**src/rtl/cu_control_box.sv**
```systemverilog
// Compute-unit control box: sequences config load, token-gated passes and run completion.
// Optional 8-bit RUN watchdog is compiled in when CU_CTRL_TIMEOUT_EN is defined.
module cu_control_box #(
    parameter int unsigned ITER_W   = 8,
    parameter int unsigned CREDIT_W = 4
) (
    input  logic              clk,
    input  logic              reset,
    input  logic              io_start,
    input  logic [ITER_W-1:0] io_iters,
    input  logic              io_tokenIn,
    input  logic              io_cuDone,
    output logic              io_config_enable,
    output logic              io_cuEnable,
    output logic              io_tokenOut,
    output logic              io_busy,
    output logic              io_done,
    output logic [ITER_W-1:0] io_passCount,
    output logic              io_timeout
);

    typedef enum logic [2:0] {
        StIdle,
        StConfig,
        StWaitTok,
        StRun,
        StDone
    } state_e;

    localparam logic [CREDIT_W-1:0] CreditMax = '1;

    state_e              r_state;
    state_e              w_state_next;
    logic [CREDIT_W-1:0] r_credit;
    logic [ITER_W-1:0]   r_iters;
    logic [ITER_W-1:0]   r_pass_count;
    logic [ITER_W-1:0]   w_pass_inc;
    logic                r_token_out;
    logic                r_timeout;
    logic                w_accept;
    logic                w_pass_done;
    logic                w_credit_inc;
    logic                w_credit_dec;
    logic                w_wdog_expire;

    assign w_accept     = (r_state == StIdle) && io_start;
    assign w_pass_done  = (r_state == StRun) && io_cuDone;
    assign w_pass_inc   = r_pass_count + ITER_W'(1);
    assign w_credit_dec = (r_state == StWaitTok) && (r_credit != '0);
    // At saturation a token is still usable when it offsets a same-cycle consume.
    assign w_credit_inc = io_tokenIn && ((r_credit != CreditMax) || w_credit_dec);

`ifdef CU_CTRL_TIMEOUT_EN
    logic [7:0] r_wdog;

    always_ff @(posedge clk) begin
        if (reset) begin
            r_wdog <= '0;
        end else if (r_state != StRun) begin
            r_wdog <= '0;
        end else begin
            r_wdog <= r_wdog + 8'd1;
        end
    end

    // Fires on the 255th consecutive RUN cycle without a pass completion.
    assign w_wdog_expire = (r_state == StRun) && !io_cuDone && (r_wdog == 8'd254);
`else
    assign w_wdog_expire = 1'b0;
`endif

    always_ff @(posedge clk) begin
        if (reset) begin
            r_state <= StIdle;
        end else begin
            r_state <= w_state_next;
        end
    end

    always_comb begin
        w_state_next = r_state;
        unique case (r_state)
            StIdle: begin
                if (io_start) begin
                    w_state_next = StConfig;
                end
            end
            StConfig: begin
                w_state_next = (r_iters == '0) ? StDone : StWaitTok;
            end
            StWaitTok: begin
                if (r_credit != '0) begin
                    w_state_next = StRun;
                end
            end
            StRun: begin
                if (io_cuDone) begin
                    w_state_next = (w_pass_inc == r_iters) ? StDone : StWaitTok;
                end else if (w_wdog_expire) begin
                    w_state_next = StIdle;
                end
            end
            StDone: begin
                w_state_next = StIdle;
            end
            default: begin
                w_state_next = StIdle;
            end
        endcase
    end

    always_ff @(posedge clk) begin
        if (reset) begin
            r_credit     <= '0;
            r_iters      <= '0;
            r_pass_count <= '0;
            r_token_out  <= 1'b0;
            r_timeout    <= 1'b0;
        end else begin
            r_token_out <= w_pass_done;
            if (w_accept) begin
                r_iters      <= io_iters;
                r_pass_count <= '0;
                r_timeout    <= 1'b0;
            end else begin
                if (w_pass_done) begin
                    r_pass_count <= w_pass_inc;
                end
                if (w_wdog_expire) begin
                    r_timeout <= 1'b1;
                end
            end
            if (w_credit_inc && !w_credit_dec) begin
                r_credit <= r_credit + CREDIT_W'(1);
            end else if (w_credit_dec && !w_credit_inc) begin
                r_credit <= r_credit - CREDIT_W'(1);
            end
        end
    end

    // Outputs are forced low while reset is held, independent of the registered state.
    always_comb begin
        io_config_enable = 1'b0;
        io_cuEnable      = 1'b0;
        io_tokenOut      = 1'b0;
        io_busy          = 1'b0;
        io_done          = 1'b0;
        io_passCount     = '0;
        io_timeout       = 1'b0;
        if (!reset) begin
            io_config_enable = (r_state == StConfig);
            io_cuEnable      = (r_state == StRun);
            io_tokenOut      = r_token_out;
            io_busy          = (r_state != StIdle);
            io_done          = (r_state == StDone);
            io_passCount     = r_pass_count;
            io_timeout       = r_timeout;
        end
    end

endmodule

```
**config.mk**
```make
export PLATFORM = sky130hd
export DESIGN_NAME = cu_control_box
export DESIGN_NICKNAME = d
export VERILOG_FILES = /design/src/rtl/cu_control_box.sv
export SDC_FILE = /design/constraint.sdc
export NUM_CORES = 1
export LEC_CHECK = 0
export ABC_AREA = 1
export ABC_CLOCK_PERIOD_IN_PS = 4100
export BUFFER_PORTS_ARGS = -buffer_cell sky130_fd_sc_hd__clkbuf_2
export CAP_MARGIN = 20
export CORE_MARGIN = 2
export CORE_UTILIZATION = 59
export DETAILED_ROUTE_END_ITERATION = 12
export GPL_TIMING_DRIVEN = 0
export HOLD_SLACK_MARGIN = 0.03
export PLACE_DENSITY = 0.91
export SETUP_SLACK_MARGIN = 0.15
export SLEW_MARGIN = 20
export SYNTH_ARGS = -nofsm -noshare
export SYNTH_HDL_FRONTEND = slang
export SYNTH_SLANG_ARGS = --single-unit
```
**constraint.sdc**
```tcl
create_clock -name clk -period 4.1 [get_ports clk]
set_input_delay 0 -clock clk [delete_from_list [all_inputs] [get_ports clk]]
set_output_delay 0 -clock clk [all_outputs]
set_load 0.005 [all_outputs]
```
==> results of run 1 <==
## metal layers
metal	up-vias	GRT usage, %
li1	806	-
met1	660	28.14
met2	40	49.40
met3	9	4.372
met4	0	10.83
met5	-	0
## repair_timing
action,4_1_cts,5_1_grt
endpoints found under the hold margin,8,0
hold buffers,8,0
endpoints found under the setup margin,0,0
## placed cells by master (no fill, tap or decap), drive strengths merged, types with 4 or more instances in the layout
cell type	Yosys	routed
a21oi	19	19
o21ai	17	17
nand2	45	45
nand4	4	4
nor2	35	35
ha	4	4
clkbuf	3	31
inv	38	38
o211ai	4	4
nand3	20	20
dlygate4sd3	0	8
dfxtp	24	24
## area by class of cell
cell class / instances / area, µm²
multi-input cells: 160 / 850.8
fillers: 218 / 678.2
flip-flops and latches: 24 / 480.5
repair buffers: 32 / 200.2
inverters: 38 / 142.6
well taps: 30 / 37.54
clock buffers: 4 / 36.28
plain buffers: 6 / 28.78
## critical path, cell delays in order, from the launching register on
cell and delay (ns):
dfxtp_1 0.38, nor2_1 0.24, nand2_1 0.10, inv_1 0.10, o21a_1 0.13, ha_1 0.17
inv_1 0.09, ha_1 0.33, nand2_1 0.08, nor2_1 0.04, a211oi_1 0.25, nor2_1 0.07
nor2_1 0.09, nand2_1 0.06, o21ai_0 0.15, a21oi_1 0.05
## metrics by stage
step | setup slack (ns) | util (%)
final | 1.672 | 72.38
after global placement | 1.755 | 67.64
after CTS | 1.675 | 72.38
after floorplan | 1.933 | -
after detailed placement | 1.705 | 67.64
after global routing | 1.441 | 72.38
## power by group through the flow
stage	Combinational, mW	Clock (mW)	Sequential [mW]
2_1_floorplan	0.182	0	0.296
3_3_place_gp	0.222	0	0.301
3_5_place_dp	0.231	0	0.302
4_1_cts	0.238	0.133	0.297
5_1_grt	0.273	0.141	0.302
6_report	0.238	0.131	0.297
## registers in the layout, indices dropped and copies added, names as in the netlist
signal / flops
r_pass_count: 8
r_iters: 8
r_credit: 4
r_state: 3
r_token_out: 1
## worst paths after layout
check / from / end / slack (ns) / depth (start not counted)
max: r_state[2] / r_credit[3] / 1.67 / 15
min: reset / r_state[2] / 0.04 / 2
max reg2reg: r_state[2] / r_credit[3] / 1.67 / 15
min reg2reg: r_iters[1] / r_iters[1] / 0.49 / 2
## cells by family after synthesis
| logic type | synth area share, % |
|---|---|
| AND/OR/NAND/NOR | 34.47 |
| buffers and inverters | 11.41 |
| AO/OA/AOI/OAI | 15.49 |
| flip-flops | 31.97 |
| adder cells (fa/ha/maj) | 4.663 |
| XOR/XNOR | 1.749 |
| other | 0.2496 |
==> metrics.csv, run 1 <==
stage,metric,value,unit
outcome,outcome,"finished, final reports clean",
route,post_drt_wl_per_cell,11.06,µm
global_route,groute.usage.overall,26.06,%
floorplanning,fp-row-count,18,
global_route,overflow_after_grt,0,
power,p_comb_share,35.8,%
power,power.ir.vdd_worst,0.0003933,V
route,routed_via_count_divided_by_cell_count,5.153,
logic_synthesis,synth-async-reset-ratio,0,%
final_layout,syn_to_final_growth,18.23,%
logic_synthesis,unique_masters_post_synth,32,
sta,fmax,411.9,MHz
logic_synthesis,synth_enable_flop_cells,0,
power,p_sw_share,37.47,%
sta,fin_clk_skew,0.004620,ns
place,io_buffers,24,
route,drc,0,
route,drt_iter0_drc,32,
final_layout,postLayoutCellArea,1777,µm²
sta,timing_max_transition_violations_final,0,
logic_synthesis,netlist.top_cell.by_area,dfxtp_1,
sta,timing.hold.ws,0.03508,ns
power,p_clk_share,19.6,%
clocking,cts_buffers,3,
sta,finalCriticalPeriod,2.428,ns
sta,finalCritPeriodShare,59.21,%
critical_path,worstPathMaxFanout,6,
route,aggregate_routed_wire_length,3253,µm
route,highest_layer,met4,
logic_synthesis,synthesis.area,1503,µm²
clocking,clkLatencyLatePin,0.33,ns
logic_synthesis,synth_net_count,246,
critical_path,crit_arrival,2.66,ns
floorplanning,die_w,54.47,µm
critical_path,timing.critical_path.to_type,flop,
route,drtPass1Iterations,4,
logic_synthesis,synth.avg_cell_area,6.591,µm²
critical_path,worst_ep_required_time,4.33,ns
logic_synthesis,syn_inst,228,
power,power.total,0.6655,mW
place,placedCellCount,282,
route,antenna_violating_nets_post_route,0,
clocking,ctsLongestPathBuffers,2,
clocking,clk_transition_reported_paths,0.14,ns
place,placed_cell_area,1660,µm²
global_route,number_of_global_route_vias_before_repair,1384,
route,routed-wl-met3,132,µm
floorplanning,die_area,2966,µm²
logic_synthesis,post-synth-top-area-fraction,31.97,%
global_route,initial_antenna_violation_count,0,
route,drt-met1-wl,1388,µm
sta,finalSetupViolCount,0,
logic_synthesis,synth_seq_area_share,31.97,%
sta,report.final.hold_viol_count,0,
clocking,htreeDepth,1,
logic_synthesis,most_common_cell_in_the_netlist,nand2_1,
floorplanning,start_util,61.21,%
logic_synthesis,ys.flop_type,dfxtp_1,
final_layout,final_layout_size_suffix_gt1_share,18.18,%
flow_run,max_cap_violations,0,
place,place_congestion,0.8050,
floorplanning,ios,27,
clocking,cts_tree,built,
min_path,hold_path_class,in -> reg,
power,p_switching,0.2493,mW
final_layout,antennaDiodeCount,0,
floorplanning,design.core.area,2455,µm²
final_layout,layout.nets,283,
logic_synthesis,ys.warnings.count,0,
critical_path,crit_type,reg -> reg,
logic_synthesis,ys_seq_elements,24,
route,wl_met2,1643,µm
sta,rsz0062_at_grt,false,
place,half_perimeter_wire_length_of_the_detailed_placement_result,2455,µm
power,p_per_area,374.6,nW/µm²
route,vias,1515,
power,intPower,0.4162,mW
power,sequentialPowerShare,44.6,%
floorplanning,die_y,54.47,µm
power,cellLeakagePower,0.8560,nW
global_route,largest_net_degree_at_the_start_of_global_routing,14,
clocking,post_cts_setup_buffer_count,0,
critical_path,startpoint_type,flop,
logic_synthesis,synth.cells.most_frequent,"nand2_1, inv_1, nor2_1, dfxtp_1, a21oi_1",
final_layout,instances_no_fill,294,
sta,setup_tns,0,ns
clocking,post_cts_resize_count,0,
global_route,grt_pass1_wl,5561,µm
clocking,clockRootBuffer,clkbuf_4,
clocking,cts.sink_count,24,
logic_synthesis,synthTopCellsByArea,"dfxtp_1, nand2_1, inv_1",
Note: power is estimated with default switching activity, not from simulation.
==> inputs of run 2 (changes only) <==
- ABC_AREA: 1 -> 0
- ABC_CLOCK_PERIOD_IN_PS: 4100 -> 2000
- CORE_UTILIZATION: 59 -> 49
- PLACE_DENSITY: 0.91 -> 0.82
- clock period: 4.1 -> 2 ns (I/O delays scaled with it)
==> metrics.csv, run 2 <==
stage,metric,value,unit
power,p_per_area,669.5,nW/µm²
logic_synthesis,syn_inst,180,
place,io_buffers,24,
outcome,violations,setup timing,
final_layout,fillerInstances,229,
logic_synthesis,ys.flop_type,dfxtp_1,
global_route,grt_pass1_wl,5382,µm
logic_synthesis,ys.warnings.count,0,
min_path,hold_path_class,in -> reg,
floorplanning,die_w,58.57,µm
critical_path,crit_start,r_credit[0],
floorplanning,die_y,58.57,µm
final_layout,antennaDiodeCount,0,
power,power.total,1.247,mW
floorplanning,start_util,52.45,%
logic_synthesis,synth_seq_area_share,32.93,%
clocking,clk_transition_reported_paths,0.13,ns
logic_synthesis,synth-async-reset-ratio,0,%
sta,report.final.hold_viol_count,0,
place,half_perimeter_wire_length_of_the_detailed_placement_result,2285,µm
logic_synthesis,synthesis.area,1459,µm²
sta,fin_clk_skew,0.003909,ns
logic_synthesis,most_common_cell_in_the_netlist,nand2_1,
floorplanning,ios,27,
clocking,cts_tree,built,
clocking,htreeDepth,1,
place,placed_cell_area,1625,µm²
critical_path,crit_arrival,2.56,ns
sta,finalSetupViolCount,3,
sta,timing_max_transition_violations_final,0,
global_route,largest_net_degree_at_the_start_of_global_routing,14,
logic_synthesis,synth.cells.most_frequent,"nand2_1, dfxtp_1, a21oi_1, nor2_1, xnor2_1",
final_layout,multi_input_gate_area_in_the_final_layout,963.4,µm²
floorplanning,fp-row-count,19,
critical_path,startpoint_type,flop,
global_route,number_of_global_route_vias_before_repair,1275,
global_route,use_met3,4.615,%
final_layout,reg_top3,"r_iters (8), r_pass_count (8), r_credit (4)",
final_layout,syn_to_final_growth,27.70,%
sta,finalCritPeriodShare,115.2,%
logic_synthesis,ys_seq_elements,24,
route,drc,0,
floorplanning,die_area,3430,µm²
final_layout,area.sequential,494.2,µm²
sta,timing.slew.headroom,51.43,%
global_route,use_met2,35.47,%
clocking,cts.sink_count,24,
sta,fmax,433.9,MHz
clocking,ctsLongestPathBuffers,2,
sta,rsz0062_at_grt,true,
logic_synthesis,synth.avg_cell_area,8.105,µm²
global_route,grt_most_used_layer,met2,
place,place_congestion,0.8092,
clocking,clockRootBuffer,clkbuf_4,
sta,timing.hold.ws,0.03646,ns
min_path,worst_hold_startpoint,io_cuDone,
route,antenna_violating_nets_post_route,0,
sta,worst_slack,-0.3046,ns
route,aggregate_routed_wire_length,3186,µm
critical_path,worst_ep_required_time,2.25,ns
global_route,overflow_after_grt,0,
global_route,initial_antenna_violation_count,0,
logic_synthesis,unique_masters_post_synth,47,
critical_path,r2r_cells,10,
route,routed_via_count_divided_by_cell_count,5.458,
route,vias,1370,
route,drt_iter0_drc,41,
final_layout,final_layout_size_suffix_gt1_share,29.55,%
clocking,clkLatencyLatePin,0.32,ns
logic_synthesis,synth_enable_flop_cells,0,
critical_path,timing.critical_path.to_type,flop,
logic_synthesis,synthTopCellsByArea,"dfxtp_1, nand2_1, xnor2_1",
power,power.ir.vdd_worst,0.0005992,V
final_layout,layout.cells.most_common_list,"nand2_1, clkbuf_2, dfxtp_1",
logic_synthesis,netlist.top_cell.by_area,dfxtp_1,
final_layout,layout.cells.most_common,nand2_1,
route,post_drt_wl_per_cell,12.69,µm
clocking,cts_buffers,3,
sta,finalCriticalPeriod,2.305,ns
floorplanning,design.core.area,2781,µm²
min_path,whs_path_depth,3,
logic_synthesis,synth_net_count,198,
power,cellLeakagePower,0.7314,nW
logic_synthesis,post-synth-top-area-fraction,32.93,%
route,drtPass1Iterations,4,
sta,worstMarginPinSlew,0.7267,ns
global_route,groute.usage.overall,20.06,%
flow_run,max_cap_violations,0,
final_layout,postLayoutCellArea,1863,µm²
outcome,outcome,"finished, violations left",
final_layout,layout.nets,239,
critical_path,worstPathMaxFanout,3,
global_route,global_route.usage.met1,24.21,%
final_layout,final_core_utilization,66.98,%
critical_path,r2r_start,r_credit[0],
critical_path,crit_type,reg -> reg,
## run 2: timing repair
action,4_1_cts,5_1_grt
gates resized for setup,13,9
hold buffers,8,0
pin swaps,7,12
buffers inserted,2,2
endpoints found under the hold margin,8,0
gates cloned,0,0
endpoints found under the setup margin,5,5
## run 2: logic make-up after synthesis
group	Yosys count	synth area share (%)
DFF	24	32.93
buffers and inverters	15	6.432
muxes	2	1.372
AOI/OAI and AO/OA	32	13.47
adders and majority gates	5	4.803
xor gates and xnor gates	15	9.005
other	1	0.2570
and+or+nand+nor	86	31.73
## run 2: final timing paths
path | to | slack, ns
worst max-delay path | r_credit[3] | -0.30
worst min-delay path | r_state[1] | 0.04
worst max register to register | r_credit[3] | -0.30
worst min register to register | r_iters[0] | 0.49
## run 2: layer usage
layer / up-vias / routed length (µm)
li1: 706 / -
met1: 634 / 1425
met2: 26 / 1614
met3: 4 / 109
met4: 0 / 37
met5: - / 0
## run 2: power by group
group	total, mW	internal, mW	switching [mW]
combinational	0.416	0.210	0.205
clock	0.256	0.111	0.145
sequential	0.576	0.526	0.0500
total	1.25	0.847	0.400
## run 2: cell type report
cell class,count,share of cell area (%)
Buffer,13,4.634
Inverter,2,0.5373
Tap cell,31,2.082
Multi-Input combinational cell,141,51.71
Clock buffer,4,1.948
Sequential cell,24,26.53
Timing Repair Buffer,36,12.56
## run 2: critical path: stages, from the launching register on
cell and delay, ns:
dfxtp_4 0.37, or4_4 0.55, nand2_4 0.08, ha_4 0.14, inv_4 0.04, ha_4 0.19, a21o_1 0.18, a21oi_2 0.14
xnor2_1 0.09, or3_1 0.30, a21oi_1 0.14
## run 2: stage by stage
stage	setup slack, ns	instances	setup TNS, ns
finish	-0.3046	251	-0.6224
global route	-0.3816	251	-0.8631
CTS	-0.3590	249	-0.5902
detailed placement	-0.3948	235	-0.4764
global placement	-0.3215	235	-0.3807
floorplan	-0.2377	180	-0.2377
